===== config.mk =====
export PLATFORM = sky130hd
export DESIGN_NAME = rate_counter_gen
export DESIGN_NICKNAME = d
export VERILOG_FILES = /design/src/rtl/rate_counter_pkg.sv /design/src/rtl/rate_divider_n.sv /design/src/rtl/rate_counter_gen.sv
export SDC_FILE = /design/constraint.sdc
export NUM_CORES = 1
export LEC_CHECK = 0
export ABC_AREA = 1
export CAP_MARGIN = 40
export CORE_AREA = 5 5 52 100
export DETAILED_ROUTE_END_ITERATION = 12
export DIE_AREA = 0 0 57 105
export GPL_TIMING_DRIVEN = 1
export PLACE_DENSITY = 0.43
export SKIP_LAST_GASP = 1
export SYNTH_ARGS = -nofsm -noshare
export SYNTH_HDL_FRONTEND = slang
export SYNTH_SLANG_ARGS = --single-unit

===== constraint.sdc =====
create_clock -name ClockIn -period 4.4 [get_ports ClockIn]
set_input_delay 0.44 -clock ClockIn [delete_from_list [all_inputs] [get_ports ClockIn]]
set_output_delay 0.44 -clock ClockIn [all_outputs]
set_load 0.01 [all_outputs]

===== src/rtl/rate_counter_pkg.sv =====
// Shared rate-select encodings and default divisor reload values for the rate counter.
package rate_counter_pkg;
  typedef enum logic [1:0] {
    SPD_FULL = 2'b00,
    SPD_1    = 2'b01,
    SPD_2    = 2'b10,
    SPD_3    = 2'b11
  } speed_e;

  localparam int DEF_DIV1 = 499;
  localparam int DEF_DIV2 = 999;
  localparam int DEF_DIV3 = 1999;
endpackage


===== src/rtl/rate_divider_n.sv =====
// Reloadable down-counter; Tick fires while the count sits at zero and nothing blocks it.
module rate_divider_n #(
  parameter int DIV_W = 11
) (
  input  logic             ClockIn,
  input  logic             Reset,
  input  logic             Pause,
  input  logic             Reload,
  input  logic [DIV_W-1:0] D,
  output logic             Tick
);
  logic [DIV_W-1:0] DivCount;

  assign Tick = (DivCount == '0) & ~Pause & ~Reload & ~Reset;

  // D is only sampled on a reload, so a Speed change mid-countdown waits for zero.
  always_ff @(posedge ClockIn or posedge Reset) begin
    if (Reset)                 DivCount <= '0;
    else if (Reload)           DivCount <= D;
    else if (!Pause) begin
      if (DivCount == '0)      DivCount <= D;
      else                     DivCount <= DivCount - 1'b1;
    end
  end
endmodule


===== src/rtl/rate_counter_gen.sv =====
// Modulo-(CNT_MAX+1) up/down counter stepped by a selectable-rate divider tick.
module rate_counter_gen
  import rate_counter_pkg::*;
#(
  parameter int DIV_W   = 11,
  parameter int CNT_W   = 4,
  parameter int CNT_MAX = 15,
  parameter int DIV1    = DEF_DIV1,
  parameter int DIV2    = DEF_DIV2,
  parameter int DIV3    = DEF_DIV3
) (
  input  logic             ClockIn,
  input  logic             Reset,
  input  logic [1:0]       Speed,
  input  logic             Down,
  input  logic             Pause,
  input  logic             Load,
  input  logic [CNT_W-1:0] LoadValue,
  output logic [CNT_W-1:0] CounterValue,
  output logic             Tick,
  output logic             Wrap
);
  localparam logic [CNT_W-1:0] CntMax = CNT_W'(CNT_MAX);

  logic [DIV_W-1:0] divD;

  always_comb begin
    divD = '0;
    case (speed_e'(Speed))
      SPD_FULL: divD = '0;
      SPD_1:    divD = DIV_W'(DIV1);
      SPD_2:    divD = DIV_W'(DIV2);
      SPD_3:    divD = DIV_W'(DIV3);
      default:  divD = '0;
    endcase
  end

  rate_divider_n #(.DIV_W(DIV_W)) uDiv (
    .ClockIn (ClockIn),
    .Reset   (Reset),
    .Pause   (Pause),
    .Reload  (Load),
    .D       (divD),
    .Tick    (Tick)
  );

  // Tick already excludes Pause and Load, so the else branch covers both holds.
  always_ff @(posedge ClockIn or posedge Reset) begin
    if (Reset) begin
      CounterValue <= '0;
      Wrap         <= 1'b0;
    end else if (Load) begin
      CounterValue <= (LoadValue > CntMax) ? CntMax : LoadValue;
      Wrap         <= 1'b0;
    end else if (Tick) begin
      if (Down) begin
        if (CounterValue == '0) begin
          CounterValue <= CntMax;
          Wrap         <= 1'b1;
        end else begin
          CounterValue <= CounterValue - 1'b1;
          Wrap         <= 1'b0;
        end
      end else begin
        if (CounterValue == CntMax) begin
          CounterValue <= '0;
          Wrap         <= 1'b1;
        end else begin
          CounterValue <= CounterValue + 1'b1;
          Wrap         <= 1'b0;
        end
      end
    end else begin
      Wrap <= 1'b0;
    end
  end
endmodule

# Word level (Yosys, flattened, before mapping)
# Index checks and enable logic that the tools add are counted.
# W data, S select, Z words.
# word_totals
ff_bits,16
latchBits,0
ramBits,0
rom_bits,0
in_bits,11
out_inout_bits,6
wordCells,37
memories,0
# op_classes
add_sub_neg,3
multipliers,0
n_div,0
order_cmp,1
eq_ne,5
n_shift,0
n_mux,15
bitwise,6
n_reduce_logical,4
# ops
cell,n
$pmux W11 S4,1
$mux W11,3
$mux W4,6
$logic_not A11 Y1,1
$sub A11 B1 Y11 const B,1
$mux W1,5
$add A4 B1 Y4 const B,1
$eq A2 B2 Y1 const B,2
$eq A4 B4 Y1 const B,1
$gt A4 B4 Y1 const B,1
$logic_not A4 Y1,1
$sub A4 B1 Y4 const B,1
$and A1 B1 Y1,3
$not A1 Y1,3
$eq A2 B1 Y1 const B,1
$logic_not A2 Y1,1
$ne A2 B1 Y1 const B,1
$reduce_bool A2 Y1,1

# Depth between registers and ports, before layout
# depth
ltp_word,6
mapped_depth,11
mapped_depth_nobuf,11

# By module
# Synthesis repeated with hierarchy kept, for this count alone.
# unflattened
cells_unflattened,201
hier_area_um2,1316.3
# by_module_without_submodules
module,instances,cells_each,area_per_inst_um2,seq_area_each_um2
rate_divider_n,1,140,879.6,275.3
rate_counter_gen,1,61,436.7,125.1

# Least setup slack after synthesis
# OpenSTA, ideal clock, no wires.
# synth_path
kind,register -> output
from,register uDiv.DivCount[0]
to,output Tick
arrival_time_ns,1.329
t_required_ns,3.960
setup_slack_ns,2.631
stages_incl_launch_ff,9
cell_sequence,dfrtp_1 -> inv_1 -> ha_1 -> inv_1 -> nor2_1 -> nand3_4 -> nor2_8 -> nand3_4 -> inv_1
# synth_via
elab_chain_len,4
# synth_rtl
item,line,source
start: declaration,rate_divider_n.sv:12,logic [DIV_W-1:0] DivCount;
start signal: assignment,rate_divider_n.sv:22,else DivCount <= DivCount - 1'b1;
$logic_not A11 Y1,rate_divider_n.sv:14,assign Tick = (DivCount == '0) & ~Pause & ~Reload & ~Reset;
$and A1 B1 Y1 (3 in a row),rate_divider_n.sv:14,
end: declaration,rate_counter_gen.sv:20,"output logic Tick,"
# Every way passes these cells.

# Worst setup path after layout
# Same ends and word-level chain as after synthesis.

==> results.cfg <==
[clock_tree]
cts_resized = 0
cts_hold_buf = 0
clk_pin_slew_ps = 70
post_cts_buffers = 0
clock_sinks = 16
cts_buffers = 3
cts_tree = done
clock_path_buffers = 2
cts_max_level = 1
root_buffer = clkbuf_8
clk_latency_ps = 250

[yosys]
syn_nets = 191
synth_seq_area_share = 0.322
synth.mux.area_fraction = 0
avgSynthCellArea_um2 = 7.22
synth-seq-cells = 16
synth_cells = 172
yosysUniqueCellTypes = 21
synthSimpleGateAreaFrac = 0.362
synth_compound_area_frac = 0.140
synth-xor-area-share = 0.0352
syn_area_um2 = 1240
yosysWarnings = 0
synth_top_family_by_area = simple AND/OR/NAND/NOR gates
synthAdderAreaFrac = 0.0806

[run_status]
status = finished clean

[routing]
viasPerCell = 4.76
first_iter_violations = 30
drc = 0
firstDrtPassIters = 4
wirelength_um = 3500
wl_per_cell_um = 14.2
final_antenna_net_count = 0
vias = 1175

[floorplan]
core_um2 = 4340
start_util = 0.286
dieArea_um2 = 5990
floorplan.rows = 34
fp.dieH_um = 105
die_w_um = 57
io_pins = 17

[worst_setup_path]
cp-end-kind = output pin
reg2reg_depth = 9
r2r_setup_slack_ps = 2630
endpoint = Tick
slowest_delay_ps = 530
startpoint_type = register
cp_cell_sequence = inv_1 > ha_1 > inv_1 > nor2_1 > nand3_4 > nor2_8 > nand3_4 > inv_1 > clkdlybuf4s50_1
r2r-end = uDiv.DivCount[7]$_DFFE_PP0P_
r2r_start = uDiv.DivCount[0]$_DFFE_PP0P_
crit_start = uDiv.DivCount[0]$_DFFE_PP0P_
slowest_stage = clkdlybuf4s50_1
critPathMaxFanout = 8
path_common_cell = inv_1
cp.arrival_ps = 2170
crit_type = register to output pin
cp.required_ps = 3960

[sta]
post-route-period-util = 0.592
finClkSkew_ps = 2.25
timing.fmax_mhz = 384
relSlewSlack = 0.798
worst_pin_slew_ps = 302
fin_crit_ps = 2610
fin_setup_tns_ps = 0
finalSetupViolCount = 0
rsz0062_at_grt = false
slew_violations = 0
hold_viol_final = 0

[global_route]
grt_util_all_layers = 0.127
grt-ovfl-total = 0
grt_pass1_vias = 1174
antenna_found_initial = 0
grt_max_degree = 18
grt_pass1_wl_um = 5870

[finish]
insertedDiodeCount = 0
syn2layout_area_growth_pct = 23.4
nets = 213
drive_gt1_frac = 0.114
fin_cells = 247

[power_and_ir_drop]
ir_worst_vdd_mv = 0.163
leakage_nw = 0.749
power_density_nw_per_um2 = 315

[placement]
place_inst = 243
hpwl_um = 2900
port_buffers = 16
place.gp.congestion = 0.866

[flow_run]
drv_cap = 0

[min_path]
hold_class = register to register
## registers in the layout (all words and copies together), names as in the netlist
name	flops
Wrap	1
uDiv.DivCount	11
CounterValue	4
## final cells by class
type,count,area (um2)
tap,54,67.6
timing repair buffer,17,168
multi-input combinational,136,767
sequential,16,400
fill,508,2810
inverter,20,75.1
clock buffer,4,55.1
## where the power goes
group	switching [mW]	total [mW]	internal, mW
Sequential	0.0250	0.192	0.167
Clock	0.0582	0.138	0.0795
Combinational	0.0909	0.152	0.0616
Total	0.174	0.483	0.309
## synthesized netlist by cell type (all sizes together)
cell type / number / share of area
o211ai: 2 / 0.012
ha: 8 / 0.081
dfrtp: 16 / 0.32
nor2: 23 / 0.093
or2: 1 / 0.0050
nand2: 54 / 0.18
xnor2: 2 / 0.014
nand3: 13 / 0.073
xor2: 3 / 0.021
a21oi: 8 / 0.038
nand4: 2 / 0.010
inv: 20 / 0.060
o21ai: 20 / 0.090
## placed cells by master (no fill, tap or decap)
master / netlist / routed
nor2_8: 1 / 1
nand3_1: 11 / 11
o211ai_1: 2 / 2
dfrtp_1: 16 / 16
xnor2_1: 2 / 2
nor2_1: 17 / 17
ha_1: 8 / 8
nand2_4: 3 / 3
inv_1: 18 / 18
buf_4: 0 / 1
or2_2: 1 / 1
a21oi_2: 2 / 2
xor2_1: 3 / 3
clkbuf_8: 0 / 4
o21ai_1: 1 / 1
a21oi_1: 6 / 6
nand3_4: 2 / 2
nor2_2: 5 / 5
inv_2: 2 / 2
o21ai_0: 18 / 18
nand4_1: 2 / 2
nand2_1: 51 / 51
o21ai_4: 1 / 1
clkdlybuf4s50_1: 0 / 16
## logic make-up after synthesis
family / after synthesis
DFF: 16
and+or+nand+nor: 93
xor gates and xnor gates: 5
buffers and inverters: 20
adders and majority gates: 8
AOI/OAI and AO/OA: 30
## critical path: cells and delay by family, from the launching register on
kind / cells / cell delay [ps]
buffers and inverters: 4 / 830
and+or+nand+nor: 4 / 520
DFF: 1 / 380
adders and majority gates: 1 / 180
## stage by stage
stage | worst slack (ps) | power, mW | area [um2] | hold WS, ps | utilization
floorplan | 2630 | 0.292 | 1240 | 384 | -
global placement | 1930 | 0.348 | 1480 | 464 | 0.341
detailed placement | 1890 | 0.349 | 1480 | 465 | 0.341
CTS | 1760 | 0.489 | 1530 | 484 | 0.353
global route | 1620 | 0.517 | 1530 | 499 | 0.353
finish | 1790 | 0.483 | 1530 | 486 | 0.353
## how the worst min path moves through the flow
| stage | cells after the start | endpoint | slack (ps) | start |
|---|---|---|---|---|
| 2_1_floorplan | 1 | CounterValue[0]$_DFFE_PP0P_ | 380 | Reset |
| 3_3_place_gp | 2 | uDiv.DivCount[0]$_DFFE_PP0P_ | 460 | uDiv.DivCount[0]$_DFFE_PP0P_ |
| 3_5_place_dp | 2 | uDiv.DivCount[0]$_DFFE_PP0P_ | 460 | uDiv.DivCount[0]$_DFFE_PP0P_ |
| 4_1_cts | 2 | uDiv.DivCount[0]$_DFFE_PP0P_ | 480 | uDiv.DivCount[0]$_DFFE_PP0P_ |
| 5_1_grt | 2 | uDiv.DivCount[0]$_DFFE_PP0P_ | 500 | uDiv.DivCount[0]$_DFFE_PP0P_ |
| 6_report | 2 | uDiv.DivCount[0]$_DFFE_PP0P_ | 490 | uDiv.DivCount[0]$_DFFE_PP0P_ |
## metal layers
metal / GRT usage / wire (um)
met4: 0.0730 / 142
met2: 0.247 / 2080
met1: 0.120 / 1180
met3: 0.0173 / 95
met5: 0 / 0
No activity file was read; power rests on OpenSTA's default activity.
